## src/rtl/wdg_mon_pkg.sv

```systemverilog
`default_nettype none
// ============================================================================
// Module   : wdg_mon_pkg
// Purpose  : Shared constants and types for the watchdog reset monitor.
//            Covers the register offsets, the unlock key, the STATUS bit map
//            and the strike FSM state type.
// Revision : 1.0 - initial release
// ============================================================================
package wdg_mon_pkg;

  // Register byte offsets relative to BASE_ADDR
  localparam logic [31:0] c_status_ofs = 32'h0;
  localparam logic [31:0] c_ctrl_ofs   = 32'h4;

  // A CTRL write of exactly this word releases a lockout
  localparam logic [31:0] c_unlock_key = 32'h5A5A_0001;

  // STATUS bit positions
  localparam int c_total_lsb   = 0;
  localparam int c_strikes_lsb = 8;
  localparam int c_locked_bit  = 16;
  localparam int c_sticky_bit  = 17;
  localparam int c_irq_en_bit  = 18;

  typedef enum logic [1:0] {
    ST_IDLE   = 2'd0,
    ST_ARMED  = 2'd1,
    ST_LOCKED = 2'd2
  } wdg_state_e;

  // Assemble the STATUS word; every unnamed bit stays 0
  function automatic logic [31:0] pack_status(
    input logic [7:0] total,
    input logic [3:0] strikes,
    input logic       locked,
    input logic       sticky,
    input logic       irq_en
  );
    logic [31:0] v;
    v = 32'h0;
    v[c_total_lsb   +: 8] = total;
    v[c_strikes_lsb +: 4] = strikes;
    v[c_locked_bit]       = locked;
    v[c_sticky_bit]       = sticky;
    v[c_irq_en_bit]       = irq_en;
    return v;
  endfunction

endpackage
`default_nettype wire

```

## src/rtl/wdg_rst_monitor_if.sv

```systemverilog
`default_nettype none
// ============================================================================
// Module   : wdg_rst_monitor_if
// Purpose  : Wishbone classic slave bundle for the watchdog reset monitor.
//            Signal names are taken from the slave's point of view.
// Revision : 1.0 - initial release
// ============================================================================
interface wdg_rst_monitor_if #(
  parameter int WB_ADDR_WIDTH = 32,
  parameter int WB_DATA_WIDTH = 32
);
  logic                     i_wb_cyc;
  logic                     i_wb_stb;
  logic                     i_wb_we;
  logic [WB_ADDR_WIDTH-1:0] i_wb_adr;
  logic [WB_DATA_WIDTH-1:0] i_wb_dat;
  logic [3:0]               i_wb_sel;
  logic                     o_wb_ack;
  logic                     o_wb_stall;
  logic [WB_DATA_WIDTH-1:0] o_wb_dat;

  modport master (
    output i_wb_cyc, i_wb_stb, i_wb_we, i_wb_adr, i_wb_dat, i_wb_sel,
    input  o_wb_ack, o_wb_stall, o_wb_dat
  );

  modport slave (
    input  i_wb_cyc, i_wb_stb, i_wb_we, i_wb_adr, i_wb_dat, i_wb_sel,
    output o_wb_ack, o_wb_stall, o_wb_dat
  );
endinterface
`default_nettype wire

```

## src/rtl/wdg_mon_wb_regs.sv

```systemverilog
`default_nettype none
// ============================================================================
// Module   : wdg_mon_wb_regs
// Purpose  : Wishbone decode, single-cycle ack and STATUS readback for the
//            watchdog reset monitor. CTRL writes are turned into one-cycle
//            command strobes for the top level.
// Revision : 1.0 - initial release
// ============================================================================
module wdg_mon_wb_regs
  import wdg_mon_pkg::*;
#(
  parameter int                       WB_ADDR_WIDTH = 32,
  parameter int                       WB_DATA_WIDTH = 32,
  parameter logic [WB_ADDR_WIDTH-1:0] BASE_ADDR     = WB_ADDR_WIDTH'(32'h8)
) (
  input  logic               clk,
  input  logic               res_n,
  wdg_rst_monitor_if.slave   wb,
  input  logic [31:0]        i_status,
  output logic               o_unlock,
  output logic               o_clr,
  output logic               o_irq_en_we,
  output logic               o_irq_en_dat
);

  localparam logic [WB_ADDR_WIDTH-1:0] c_status_adr = BASE_ADDR + WB_ADDR_WIDTH'(c_status_ofs);
  localparam logic [WB_ADDR_WIDTH-1:0] c_ctrl_adr   = BASE_ADDR + WB_ADDR_WIDTH'(c_ctrl_ofs);

  logic        r_ack;
  logic [31:0] r_dat;
  logic        w_access;
  logic        w_wr;
  logic        w_cfg;
  logic [31:0] w_wdat;

  // A new access is any strobe not already being acknowledged
  assign w_access = wb.i_wb_cyc & wb.i_wb_stb & ~r_ack;
  assign w_wdat   = 32'(wb.i_wb_dat);

  // Only full-word CTRL writes have side effects
  assign w_wr  = w_access & wb.i_wb_we & (wb.i_wb_sel == 4'b1111) & (wb.i_wb_adr == c_ctrl_adr);
  assign w_cfg = w_wr & (w_wdat[31:16] == 16'h0);

  assign o_unlock     = w_wr & (w_wdat == c_unlock_key);
  assign o_clr        = w_cfg & w_wdat[0];
  assign o_irq_en_we  = w_cfg;
  assign o_irq_en_dat = w_wdat[2];

  assign wb.o_wb_ack   = r_ack;
  assign wb.o_wb_stall = 1'b0;
  assign wb.o_wb_dat   = WB_DATA_WIDTH'(r_dat);

  // Ack every access one cycle later; read data is non-zero only with ack
  always_ff @(posedge clk) begin
    if (!res_n) begin
      r_ack <= 1'b0;
      r_dat <= 32'h0;
    end else begin
      r_ack <= w_access;
      r_dat <= (w_access && !wb.i_wb_we && (wb.i_wb_adr == c_status_adr)) ? i_status : 32'h0;
    end
  end

endmodule
`default_nettype wire

```

## src/rtl/wdg_rst_monitor.sv

```systemverilog
`default_nettype none
// ============================================================================
// Module   : wdg_rst_monitor
// Purpose  : Counts watchdog timeouts, locks the core in hold after
//            MAX_STRIKES timeouts inside one quiet window, and exposes
//            STATUS/CTRL over Wishbone. Reset only by system reset so that
//            counts survive core resets.
// Options  : WDG_MON_IRQ_EN - enables the IRQ_EN bit and the o_irq pulse.
// Revision : 1.0 - initial release
// ============================================================================
module wdg_rst_monitor
  import wdg_mon_pkg::*;
#(
  parameter int                       WB_ADDR_WIDTH = 32,
  parameter int                       WB_DATA_WIDTH = 32,
  parameter logic [WB_ADDR_WIDTH-1:0] BASE_ADDR     = WB_ADDR_WIDTH'(32'h8),
  parameter int                       MAX_STRIKES   = 3,
  parameter int                       WINDOW_CYCLES = 1024
) (
  input  logic             clk,
  input  logic             res_n,
  input  logic             wdg_to,
  wdg_rst_monitor_if.slave wb,
  output logic             o_hold_n,
  output logic             o_irq
);

  localparam int                c_win_w    = $clog2(WINDOW_CYCLES);
  localparam logic [c_win_w-1:0] c_win_last = c_win_w'(WINDOW_CYCLES - 1);
  localparam logic [3:0]        c_max      = 4'(MAX_STRIKES);

  wdg_state_e         r_state;
  wdg_state_e         w_state_nxt;
  logic [3:0]         r_strikes;
  logic [3:0]         w_strikes_nxt;
  logic [c_win_w-1:0] r_win;
  logic [c_win_w-1:0] w_win_nxt;
  logic [7:0]         r_total;
  logic               r_sticky;
  logic               r_wdg_to_q;
  logic               r_hold_n;
  logic               w_evt;
  logic               w_irq_en;
  logic               w_unlock;
  logic               w_clr;
  logic               w_irq_en_we;
  logic               w_irq_en_dat;
  logic [31:0]        w_status;

  // Rising edge of the timeout level; a held level counts once
  assign w_evt    = wdg_to & ~r_wdg_to_q;
  assign o_hold_n = r_hold_n;
  assign w_status = pack_status(r_total, r_strikes, (r_state == ST_LOCKED), r_sticky, w_irq_en);

  wdg_mon_wb_regs #(
    .WB_ADDR_WIDTH (WB_ADDR_WIDTH),
    .WB_DATA_WIDTH (WB_DATA_WIDTH),
    .BASE_ADDR     (BASE_ADDR)
  ) u_regs (
    .clk          (clk),
    .res_n        (res_n),
    .wb           (wb),
    .i_status     (w_status),
    .o_unlock     (w_unlock),
    .o_clr        (w_clr),
    .o_irq_en_we  (w_irq_en_we),
    .o_irq_en_dat (w_irq_en_dat)
  );

  // Strike FSM next-state: events add strikes, a quiet window clears them
  always_comb begin
    w_state_nxt   = r_state;
    w_strikes_nxt = r_strikes;
    w_win_nxt     = r_win;
    case (r_state)
      ST_IDLE: begin
        if (w_evt) begin
          w_strikes_nxt = 4'd1;
          w_win_nxt     = '0;
          w_state_nxt   = (MAX_STRIKES == 1) ? ST_LOCKED : ST_ARMED;
        end
      end
      ST_ARMED: begin
        if (w_evt) begin
          w_strikes_nxt = r_strikes + 4'd1;
          w_win_nxt     = '0;
          if ((r_strikes + 4'd1) == c_max) w_state_nxt = ST_LOCKED;
        end else if (r_win == c_win_last) begin
          w_strikes_nxt = 4'd0;
          w_win_nxt     = '0;
          w_state_nxt   = ST_IDLE;
        end else begin
          w_win_nxt = r_win + c_win_w'(1);
        end
      end
      ST_LOCKED: begin
        if (w_unlock) begin
          w_strikes_nxt = 4'd0;
          w_win_nxt     = '0;
          w_state_nxt   = ST_IDLE;
        end
      end
      default: begin
        w_strikes_nxt = 4'd0;
        w_win_nxt     = '0;
        w_state_nxt   = ST_IDLE;
      end
    endcase
  end

  // State, strike counters and the registered hold output
  always_ff @(posedge clk) begin
    if (!res_n) begin
      r_state   <= ST_IDLE;
      r_strikes <= 4'd0;
      r_win     <= '0;
      r_hold_n  <= 1'b1;
    end else begin
      r_state   <= w_state_nxt;
      r_strikes <= w_strikes_nxt;
      r_win     <= w_win_nxt;
      r_hold_n  <= (w_state_nxt != ST_LOCKED);
    end
  end

  // Event edge detect, saturating total and sticky flag (clear before count)
  always_ff @(posedge clk) begin
    if (!res_n) begin
      r_wdg_to_q <= 1'b0;
      r_total    <= 8'd0;
      r_sticky   <= 1'b0;
    end else begin
      r_wdg_to_q <= wdg_to;
      if (w_clr) begin
        r_total  <= w_evt ? 8'd1 : 8'd0;
        r_sticky <= w_evt;
      end else if (w_evt) begin
        r_sticky <= 1'b1;
        if (r_total != 8'hFF) r_total <= r_total + 8'd1;
      end
    end
  end

`ifdef WDG_MON_IRQ_EN
  logic r_irq_en;
  logic r_irq;

  // Interrupt enable register and one-cycle pulse after each event
  always_ff @(posedge clk) begin
    if (!res_n) begin
      r_irq_en <= 1'b0;
      r_irq    <= 1'b0;
    end else begin
      r_irq <= w_evt & r_irq_en;
      if (w_irq_en_we) r_irq_en <= w_irq_en_dat;
    end
  end

  assign w_irq_en = r_irq_en;
  assign o_irq    = r_irq;
`else
  logic w_unused_irq;
  assign w_unused_irq = w_irq_en_we ^ w_irq_en_dat;
  assign w_irq_en     = 1'b0;
  assign o_irq        = 1'b0;
`endif

endmodule
`default_nettype wire

```

## src/flat_wrapper.sv

```systemverilog
// flat-port wrapper written by rule: the top's interface ports become plain ports
module wdg_rst_monitor_flat import wdg_mon_pkg::*;
#(
  parameter int                       WB_ADDR_WIDTH = 32,
  parameter int                       WB_DATA_WIDTH = 32,
  parameter logic [WB_ADDR_WIDTH-1:0] BASE_ADDR     = WB_ADDR_WIDTH'(32'h8),
  parameter int                       MAX_STRIKES   = 3,
  parameter int                       WINDOW_CYCLES = 1024
)
  (clk, res_n, wdg_to, o_hold_n, o_irq, wb_i_wb_cyc, wb_i_wb_stb, wb_i_wb_we, wb_i_wb_adr, wb_i_wb_dat, wb_i_wb_sel, wb_o_wb_ack, wb_o_wb_stall, wb_o_wb_dat);
  wdg_rst_monitor_if #(.WB_ADDR_WIDTH(WB_ADDR_WIDTH), .WB_DATA_WIDTH(WB_DATA_WIDTH)) wb_i ();
  input  logic clk;
  input  logic res_n;
  input  logic wdg_to;
  output logic o_hold_n;
  output logic o_irq;
  input wire logic [$bits(wb_i.i_wb_cyc)-1:0] wb_i_wb_cyc;
  input wire logic [$bits(wb_i.i_wb_stb)-1:0] wb_i_wb_stb;
  input wire logic [$bits(wb_i.i_wb_we)-1:0] wb_i_wb_we;
  input wire logic [$bits(wb_i.i_wb_adr)-1:0] wb_i_wb_adr;
  input wire logic [$bits(wb_i.i_wb_dat)-1:0] wb_i_wb_dat;
  input wire logic [$bits(wb_i.i_wb_sel)-1:0] wb_i_wb_sel;
  output wire logic [$bits(wb_i.o_wb_ack)-1:0] wb_o_wb_ack;
  output wire logic [$bits(wb_i.o_wb_stall)-1:0] wb_o_wb_stall;
  output wire logic [$bits(wb_i.o_wb_dat)-1:0] wb_o_wb_dat;
  assign wb_i.i_wb_cyc = wb_i_wb_cyc;
  assign wb_i.i_wb_stb = wb_i_wb_stb;
  assign wb_i.i_wb_we = wb_i_wb_we;
  assign wb_i.i_wb_adr = wb_i_wb_adr;
  assign wb_i.i_wb_dat = wb_i_wb_dat;
  assign wb_i.i_wb_sel = wb_i_wb_sel;
  assign wb_o_wb_ack = wb_i.o_wb_ack;
  assign wb_o_wb_stall = wb_i.o_wb_stall;
  assign wb_o_wb_dat = wb_i.o_wb_dat;
  wdg_rst_monitor #(.WB_ADDR_WIDTH(WB_ADDR_WIDTH), .WB_DATA_WIDTH(WB_DATA_WIDTH), .BASE_ADDR(BASE_ADDR), .MAX_STRIKES(MAX_STRIKES), .WINDOW_CYCLES(WINDOW_CYCLES)) u_core (.clk(clk), .res_n(res_n), .wdg_to(wdg_to), .wb(wb_i), .o_hold_n(o_hold_n), .o_irq(o_irq));
endmodule
```

## config.mk

```make
export PLATFORM = sky130hd
export DESIGN_NAME = wdg_rst_monitor_flat
export DESIGN_NICKNAME = d
export VERILOG_FILES = /design/src/rtl/wdg_mon_pkg.sv /design/src/rtl/wdg_rst_monitor_if.sv /design/src/rtl/wdg_mon_wb_regs.sv /design/src/rtl/wdg_rst_monitor.sv /design/src/flat_wrapper.sv
export SDC_FILE = /design/constraint.sdc
export NUM_CORES = 1
export LEC_CHECK = 0
export CORE_MARGIN = 2
export CORE_UTILIZATION = 36
export CTS_CLUSTER_DIAMETER = 30
export DETAILED_ROUTE_END_ITERATION = 6
export GPL_ROUTABILITY_DRIVEN = 0
export MAX_ROUTING_LAYER = met4
export PLACE_DENSITY = 0.77
export SYNTH_ARGS = -nofsm -noshare
export SYNTH_HDL_FRONTEND = slang
export SYNTH_SLANG_ARGS = --single-unit
```

## constraint.sdc

```tcl
create_clock -name clk -period 2.2 [get_ports clk]
set_input_delay 0.33 -clock clk [delete_from_list [all_inputs] [get_ports clk]]
set_output_delay 0.33 -clock clk [all_outputs]
set_load 0.05 [all_outputs]
```

# After elaboration in Yosys (flattened, before gate mapping)
# Index checks and enable logic that the tools add are counted.
# W data, S select, Z words.
dict set report classes {
  n_addsub 3
  eq_ne 13
  muxes 22
  bitwise 11
  reduce_logical 11
}
# cell n
set ops {}
lappend ops {{$eq A32 B4 Y1 const B} 2}
lappend ops {{$mux W10} 4}
lappend ops {{$eq A32 B31 Y1 const B} 1}
lappend ops {{$pmux W10 S3} 1}
lappend ops {{$mux W8} 3}
lappend ops {{$logic_not A16 Y1} 1}
lappend ops {{$mux W4} 4}
lappend ops {{$pmux W4 S3} 1}
lappend ops {{$add A10 B1 Y10 const B} 1}
lappend ops {{$eq A10 B10 Y1 const B} 1}
lappend ops {{$mux W2} 5}
lappend ops {{$and A1 B1 Y1} 9}
lappend ops {{$add A8 B1 Y8 const B} 1}
lappend ops {{$ne A8 B8 Y1 const B} 1}
lappend ops {{$pmux W2 S3} 1}
lappend ops {{$reduce_and A2 Y1} 3}
lappend ops {{$add A4 B1 Y4 const B} 1}
lappend ops {{$eq A4 B2 Y1 const B} 1}
lappend ops {{$eq A4 B4 Y1 const B} 1}
lappend ops {{$ne A2 B1 Y1 const B} 2}
lappend ops {{$reduce_bool A2 Y1} 2}
lappend ops {{$mux W1} 3}
lappend ops {{$ne A3 B1 Y1 const B} 1}
lappend ops {{$reduce_and A3 Y1} 1}
lappend ops {{other kinds (7)} 9}
dict set report totals {
  regBits 60
  in_bits 74
  output_inout_bits 36
  wordCells 70
}

# Longest topological paths before layout
dict set report logic_depth {
  ltp_word 9
  depth_mapped 7
  mapped_depth_nobuf 7
}

# Hierarchy
# A second synthesis with hierarchy kept.
dict set report unflattened {
  hier_cells 264
  hier_area_um2 2562.5
}
# module instances cells_each area_per_inst_um2 seq_area_each_um2
set by_module_without_submodules {}
lappend by_module_without_submodules {wdg_rst_monitor 1 158 1397.6 540.5}
lappend by_module_without_submodules {wdg_mon_wb_regs 1 106 1164.9 660.6}

# Worst setup path before layout
# Ideal clock, no wire load.
dict set report synth_path {
  kind {input to register}
  from {input wb_i_wb_adr[18]}
  to {register u_core.r_win[9]}
  setup_time_ps 72
  arrival_time_ps 2017
  t_required_ps 2128
  slack_ps 111
  cell_stages 7
  path_buffers 1
  path_cell_list {nor4_1 -> nand4_1 -> nor4_4 -> a21oi_2 -> buf_6 -> or4_1 -> a21oi_1}
}
dict set report synth_via {
  elab_chain_cells 5
}
# item line_no
set synth_lines {}
lappend synth_lines {{start, declared} flat_wrapper.sv:20} ;# input wire logic [$bits(wb_i.i_wb_adr)-1:0] wb_i_wb_adr;
lappend synth_lines {{$eq A32 B4 Y1} wdg_mon_wb_regs.sv:41} ;# assign w_wr = w_access & wb.i_wb_we & (wb.i_wb_sel == 4'b1111) & (wb.i_wb_adr == c_ctrl_adr);
lappend synth_lines {{$and A1 B1 Y1} wdg_mon_wb_regs.sv:41}
lappend synth_lines {{$and A1 B1 Y1} wdg_mon_wb_regs.sv:44} ;# assign o_unlock = w_wr & (w_wdat == c_unlock_key);
lappend synth_lines {{$ne A2 B1 Y1 (no line)} n/a}
lappend synth_lines {{$reduce_and A2 Y1 (no line)} n/a}
lappend synth_lines {{end signal, assigned} wdg_rst_monitor.sv:121} ;# r_win <= w_win_nxt;
lappend synth_lines {{end, declared} wdg_rst_monitor.sv:36} ;# logic [c_win_w-1:0] r_win;
# Every way passes these cells.
# A chain may end at the register's enable or synchronous reset.

# Worst setup path after layout
dict set report layout_path {
  from {input wb_i_wb_adr[3]}
  to {register u_core.r_win[6]}
}
# Same word-level chain as after synthesis.

==> flow_summary.json <==
{
  "outcome": "complete, no violations",
  "dpl.hpwl_um": 4590,
  "cp_max_fo": 4,
  "hold_class": "in2reg",
  "worstPathRequired_ns": 2.44,
  "drtIter0Drc": 70,
  "fp.dieW_um": 80.9,
  "timing.hold.ws_ns": 0.427,
  "fin_nets": 431,
  "async_flop_share": 0,
  "grt_pass1_wl_um": 9240,
  "portBuffers": 89,
  "clockBufferDepth": 2,
  "final_common_cell": "clkdlybuf4s50_1",
  "core_mm2": 0.00582,
  "mostFrequentLayoutCells": "65 x clkdlybuf4s50_1, 42 x dfxtp_1, 24 x dlymetal6s2s_1",
  "synth_flop_cell": "dfxtp_1",
  "ios": 110,
  "synth_top_family_by_area": "simple AND/OR/NAND/NOR gates",
  "ant_nets": 0,
  "routed_wl_um": 6000,
  "yosysUniqueCellTypes": 50,
  "reg2regPathDepth": 4,
  "synth-xor-area-share": 0.0370,
  "cts-root-buf": "clkbuf_8",
  "power.density_mw_per_mm2": 478,
  "grt_max_degree": 16,
  "fin_crit_sh": 0.975,
  "cp_data_arrival_time_ns": 2.38,
  "cts_tree": "built",
  "ff2ff_setup_slack_ns": 0.39,
  "synthTopCellsByArea": "dfxtp_1 39%, buf_4 7.1%, nor2_1 4.2%",
  "setup_slack_ns": 0.0554,
  "dieArea_mm2": 0.00655,
  "seq_area_frac_synth": 0.395,
  "syn_area_mm2": 0.00213,
  "die_y_um": 80.9,
  "worst_setup_path_end_kind": "flip-flop",
  "cp-start-kind": "input pin",
  "htreeDepth": 2,
  "clk_pin_slew_worst_paths_ns": 0.09,
  "critPathKind": "in2reg",
  "period_needed_ns": 2.14,
  "skew_ns": 0.00561,
  "drc": 0,
  "n_antenna_cell": 0,
  "drive_above_1_share": 0.130,
  "drt_first_pass_iters": 4,
  "syn_inst": 244,
  "antenna_found_initial": 0,
  "cts_buffers": 5,
  "setup_viol": 0,
  "num_vias": 2139,
  "yosys-mux-area-fraction": 0.00940,
  "clock_sinks": 42,
  "finalHoldViolations": 0,
  "synth_top_area_cell": "dfxtp_1",
  "place_ws_ns": -0.312,
  "synth-simple-area-share": 0.324,
  "final_cells": 429,
  "via_per_inst": 4.99,
  "ys_ff_latch": 42,
  "postCtsSetupBuffers": 0,
  "std_cell_rows": 28,
  "wl_per_cell_um": 14.0,
  "placed_cells_incl_taps": 421,
  "synth_top_area_frac": 0.395,
  "cap_violations": 0,
  "tightestPinTransition_ns": 0.908,
  "min_path_cells": 4,
  "peakVddDrop_mv": 0.376,
  "avgSynthCellArea_um2": 8.73,
  "clock.fmax_mhz": 466,
  "overflow": 0,
  "synth_warnings": 0,
  "synth_fa_ha_area_frac": 0.0235,
  "synth_compound_area_frac": 0.114,
  "relSlewSlack": 0.387,
  "syn2layout_area_growth_pct": 57.8,
  "synth_edf_count": 0,
  "power.leakage_uw": 0.00147,
  "insertion_delay_ns": 0.30,
  "initial_core_util": 0.366,
  "grt_usage": 0.184,
  "grt_pass1_vias": 2028,
  "setup_tns_ns": 0,
  "drv_slew": 0
}
## cells by family (layout without fill, tap and decap cells)
| family | Yosys count | count (layout) |
|---|---|---|
| compound gates | 38 | 38 |
| xor+xnor | 9 | 9 |
| fa+ha+maj | 4 | 4 |
| buf+inv | 32 | 123 |
| flops | 42 | 42 |
| mux | 2 | 2 |
| other cells | 1 | 20 |
| simple gates | 116 | 116 |
## cell type report
type / instances / area (µm²)
clock buffers: 5 / 68.8
clock inverters: 3 / 23.8
fillers: 515 / 2460
inverters: 8 / 30.0
multi-input cells: 189 / 1190
flip-flops and latches: 42 / 841
well taps: 75 / 93.8
repair buffers: 107 / 1110
## metal layers
layer,global-route usage,vias up,part of all wire
li1,-,1064,-
met1,0.211,993,0.41
met2,0.320,66,0.52
met3,0.0411,16,0.044
met4,0.0576,0,0.025
met5,-,-,0
## power by group
group / leakage (µW) / internal (µW) / switching, µW
registers: 0.000340 / 772 / 14.4
logic: 0.00109 / 153 / 155
clock network: 0.0000408 / 227 / 287
## cells in the mapped netlist, drive strengths merged, types with 2 or more instances
| cell | instances |
|---|---|
| o31ai | 2 |
| nand2 | 13 |
| nor4 | 15 |
| nor4b | 2 |
| ha | 4 |
| clkbuf | 2 |
| o21ai | 7 |
| nand4 | 9 |
| nor3 | 8 |
| or4 | 2 |
| xor2 | 4 |
| xnor2 | 5 |
| nand3 | 12 |
| and4 | 3 |
| mux2i | 2 |
| and3 | 3 |
| inv | 8 |
| and2 | 13 |
| dfxtp | 42 |
| a21oi | 12 |
| nor2 | 24 |
| or3 | 3 |
| or2 | 2 |
| a21o | 2 |
| buf | 22 |
| a31oi | 6 |
| and3b | 2 |
## through the flow
stage	total power [µW]	util	cell area, µm²
floorplan	963	-	2200
global placement	1100	0.545	3170
detailed placement	1110	0.545	3170
CTS	1620	0.562	3270
global route	1670	0.578	3360
finish	1610	0.578	3360
## flip-flops by register name, indices dropped and copies added, names as in the netlist
register and count:
u_core.u_regs.wb.o_wb_dat 14, u_core.r_win 10, u_core.r_total 8, u_core.r_strikes 4, u_core.r_state 2, u_core.o_hold_n 1
u_core.r_sticky 1, u_core.r_wdg_to_q 1, u_core.u_regs.wb.o_wb_ack 1
## final timing paths
| check | startpoint | endpoint |
|---|---|---|
| worst min register to register | u_core.r_sticky | u_core.u_regs.wb.o_wb_dat[17] |
| worst min-delay path | wb_i_wb_we | u_core.u_regs.wb.o_wb_dat[17] |
| worst max-delay path | wb_i_wb_adr[3] | u_core.r_win[6] |
| worst max register to register | u_core.r_state[0] | u_core.r_win[5] |
## worst max-delay path: stages
cell and delay (ns):
clkdlybuf4s50_1 0.46, nor4b_2 0.25, nand4_2 0.18, nor4_4 0.37, a21oi_2 0.15, or4_1 0.53, a21oi_1 0.12
## what timing repair did
action                                  4_1_cts  5_1_grt
pin swaps                                     0       18
gates resized for setup                       2       30
endpoints found under the setup margin        3       25
hold buffers                                  0        0
No activity file was read; power rests on OpenSTA's default activity.
